===== config.mk =====
export PLATFORM = sky130hd
export DESIGN_NAME = down_counter
export DESIGN_NICKNAME = d
export VERILOG_FILES = /design/src/rtl/down_counter.sv
export SDC_FILE = /design/constraint.sdc
export NUM_CORES = 1
export LEC_CHECK = 0
export ABC_AREA = 1
export CORE_AREA = 2 2 39 41
export CTS_BUF_LIST = sky130_fd_sc_hd__clkbuf_8
export CTS_CLUSTER_DIAMETER = 50
export DETAILED_ROUTE_END_ITERATION = 12
export DIE_AREA = 0 0 41 43
export DONT_BUFFER_PORTS = 1
export GPL_TIMING_DRIVEN = 0
export PLACE_DENSITY_LB_ADDON = 0.08
export SYNTH_ARGS = -nofsm -noshare
export SYNTH_HDL_FRONTEND = slang
export SYNTH_SLANG_ARGS = --single-unit

===== constraint.sdc =====
create_clock -name clk -period 2.4 [get_ports clk]
set_input_delay 0.24 -clock clk [delete_from_list [all_inputs] [get_ports clk]]
set_output_delay 0.24 -clock clk [all_outputs]
set_load 0.03 [all_outputs]

===== src/rtl/down_counter.sv =====
// Loadable down counter with count enable, one-cycle terminal-count pulse and busy flag.
// Define DOWN_COUNTER_RELOAD_EN for auto-reload on terminal count; default is one-shot.
module down_counter #(
    parameter int unsigned WIDTH = 4
) (
    input  logic             clk,
    input  logic             rst,
    input  logic             ld,
    input  logic [WIDTH-1:0] ldvalue,
    input  logic             en,
    output logic [WIDTH-1:0] dout,
    output logic             busy,
    output logic             tc
);

    typedef enum logic [0:0] {StIdle, StRun} state_e;

    localparam logic [WIDTH-1:0] One = {{(WIDTH-1){1'b0}}, 1'b1};

    state_e           state_q, state_d;
    logic [WIDTH-1:0] dout_q, dout_d;
    logic [WIDTH-1:0] reload_q, reload_d;
    logic             tc_q, tc_d;

    always_ff @(posedge clk or negedge rst) begin
        if (!rst) begin
            state_q  <= StIdle;
            dout_q   <= '0;
            reload_q <= '0;
            tc_q     <= 1'b0;
        end else begin
            state_q  <= state_d;
            dout_q   <= dout_d;
            reload_q <= reload_d;
            tc_q     <= tc_d;
        end
    end

    always_comb begin
        state_d  = state_q;
        dout_d   = dout_q;
        reload_d = reload_q;
        tc_d     = 1'b0;
        if (ld) begin
            dout_d   = ldvalue;
            reload_d = ldvalue;
            state_d  = (ldvalue != '0) ? StRun : StIdle;
        end else begin
            unique case (state_q)
                StIdle: ;
                StRun: begin
                    if (en) begin
                        // In RUN dout is always >= 1, so the else branch is the terminal step.
                        if (dout_q > One) begin
                            dout_d = dout_q - One;
                        end else begin
                            tc_d = 1'b1;
`ifdef DOWN_COUNTER_RELOAD_EN
                            dout_d = reload_q;
`else
                            dout_d  = '0;
                            state_d = StIdle;
`endif
                        end
                    end
                end
                default: state_d = StIdle;
            endcase
        end
    end

    assign dout = dout_q;
    assign busy = (state_q == StRun);
    assign tc   = tc_q;

endmodule


==> flow_summary.yaml <==
status:
  status: "completed"
timing:
  timing.final.hold_violations: 0
  finalSetupViolations: 0
  slew-limit-headroom_pct: 72.4
  tightest_slew_ps: 414
  rsz0062_at_grt: "no"
  finalSetupTns_ps: 0
  fmax_mhz: 669
  final.setup_skew_ps: 0.646
  maxSlewViolCount: 0
  min_period_over_period_pct: 62.2
  min_period_ps: 1490
job:
  max_cap_viol_count: 0
floorplan:
  die-height_um: 43
  die-width_um: 41
  pin_count: 14
  core-area_sq_um: 1380
  rows: 14
  initial_core_util_pct: 28.1
  dieArea_sq_um: 1760
clock_network:
  clock-sinks: 6
  root_buffer: "clkbuf_8"
  cts_tree: "yes"
  htreeDepth: 1
  clkTransAtPathRegs_ps: 40
  clk_path_buf_depth: 2
  postCtsSetupRepairBufs: 0
  clock_latency_ps: 230
  cts_made_buffers: 3
setup_path:
  crit_family: "flip-flops"
  critical_path.endpoint_type: "register"
  cpMostUsedCell: "nand2_1"
  critPathSlowestCell: "dfrtp_1"
  cp.arrival_ps: 1660
  crit_fanout: 5
  crit_type: "register to register"
  worstPathCellList: "inv_1 > ha_1 > inv_1 > nand2_1 > nand2_2 > nand2_1 > nor2_2 > nand2_1 > nand2_1"
  crit_buf_inv: 2
  startpoint_type: "register"
  cp.required_ps: 2570
  slowest_delay_ps: 530
min_path:
  min-delay-path-class: "primary input to register"
global_routing:
  busiest_layer: "met2"
  grt_pass1_wl_um: 1260
  grt_pass1_vias: 330
  grt_use_met2_pct: 14.1
  grt_remaining_overflow: 0
  gr-usage-met1_pct: 12.8
  met3_usage_pct: 4.19
  grt_use_total_pct: 11.4
  grt_max_degree: 8
  antenna_found_initial: 0
synth:
  synthCells: 55
  ys_ff_latch: 6
  syn_avg_cell_area_sq_um: 7.07
  syn_nets: 65
  synth_cell_type_count: 14
  synth_area_sq_um: 389
  yosysWarningCount: 0
  synth-seq-area-share_pct: 38.6
routing:
  drc: 0
  num_vias: 330
  wl_per_cell_um: 10.4
  dr.pass1.iters: 4
  finalWirelength_um: 778
  avgViaCountPerCell: 4.40
  ant_nets: 0
  drtIter0Drc: 5
place:
  io_buffers: 0
  place_hpwl_um: 654
  gp_congestion: 0.764
  placed_cells: 71
cells_and_area:
  area_growth_pct: 18.3
  fillers: 155
  fin_cells: 75
  multiInputGateArea_sq_um: 194
  final-seq-area_sq_um: 150
  final_layout_size_suffix_gt1_share_pct: 13.6
  nNetsFinal: 71
  utilization_pct: 33.3
  antenna_cells: 0
power_and_ir_drop:
  vdd_drop_max_mv: 0.268
  p_leak_nw: 0.249
  powerDensity_nw_per_um2: 836
-- cells in the final DEF, fill, tap and decap left out, drive strengths merged --
master,n
nand2,19
inv,12
dfrtp,6
o21ai,6
nand3,4
clkbuf,3
nor2,3
nand4,2
ha,2
xor2,1
dlygate4sd3,1
-- stage by stage --
stage | cell area [sq um] | total power, mW | hold slack, ps | setup slack [ps]
6_report | 460 | 0.385 | 168 | 906
5_1_grt | 460 | 0.407 | 187 | 711
4_1_cts | 460 | 0.391 | 167 | 875
3_5_place_dp | 409 | 0.231 | -55.5 | 881
3_3_place_gp | 409 | 0.232 | -55.5 | 887
2_1_floorplan | 389 | 0.215 | -55.6 | 1030
-- what timing repair did --
| item | in CTS | in global routing |
|---|---|---|
| hold buffers | 1 | 0 |
| endpoints found under the hold margin | 6 | 0 |
| resized for setup | 0 | 0 |
-- final cells by class --
class | instances | area share, %
clock buffers | 3 | 8.97
well taps | 16 | 4.35
inverters | 12 | 9.78
repair buffers | 1 | 2.17
multi-input cells | 37 | 42.1
flip-flops and latches | 6 | 32.6
-- state kept, by name (all words and copies together) (netlist names) --
register and flops:
busy 1, dout 4, tc 1
-- per-layer routing --
metal | part of all wire [%] | wire length, um | up-vias
met4 | 3.6 | 28 | 0
met1 | 40 | 310 | 138
met2 | 47 | 365 | 12
met3 | 9.3 | 72 | 3
li1 | - | - | 177
met5 | 0 | 0 | -
-- worst paths after layout --
path	startpoint	endpoint	slack, ps	cells past startpoint
worst max-delay path	dout[0]	dout[0]	910	9
worst min-delay path	en	tc	170	2
worst max register to register	dout[0]	dout[0]	910	9
worst min register to register	busy	tc	690	2
max in group asynchronous	rst	dout[0]	1860	1
min in group asynchronous	rst	dout[3]	330	1
-- report_power, final --
part	internal, mW	switching (mW)	total, mW
Clock	0.108	0.0462	0.154
Combinational	0.0283	0.0464	0.0746
Sequential	0.114	0.0419	0.156
-- kinds of logic (layout without fill, tap and decap cells) --
logic type	after synthesis	after routing	share of synthesized area [%]
fa+ha+maj	2	2	6.43
simple gates	28	28	33.4
compound gates	6	6	7.72
flops	6	6	38.6
buf+inv	12	16	11.6
xor+xnor	1	1	2.25
-- cells in the mapped netlist --
library cell  number  area [sq um]
ha_1               2          25.0
nor2_1             1          3.75
nand3_1            4          20.0
o21ai_0            2          10.0
dfrtp_1            6           150
nand4_1            2          12.5
nand2_2            1          6.26
nand2_1           17          63.8
xor2_1             1          8.76
nor2_2             2          12.5
inv_2              1          3.75
o21ai_1            4          20.0
nand2_4            1          11.3
inv_1             11          41.3
Note: power is estimated with default switching activity, not from simulation.
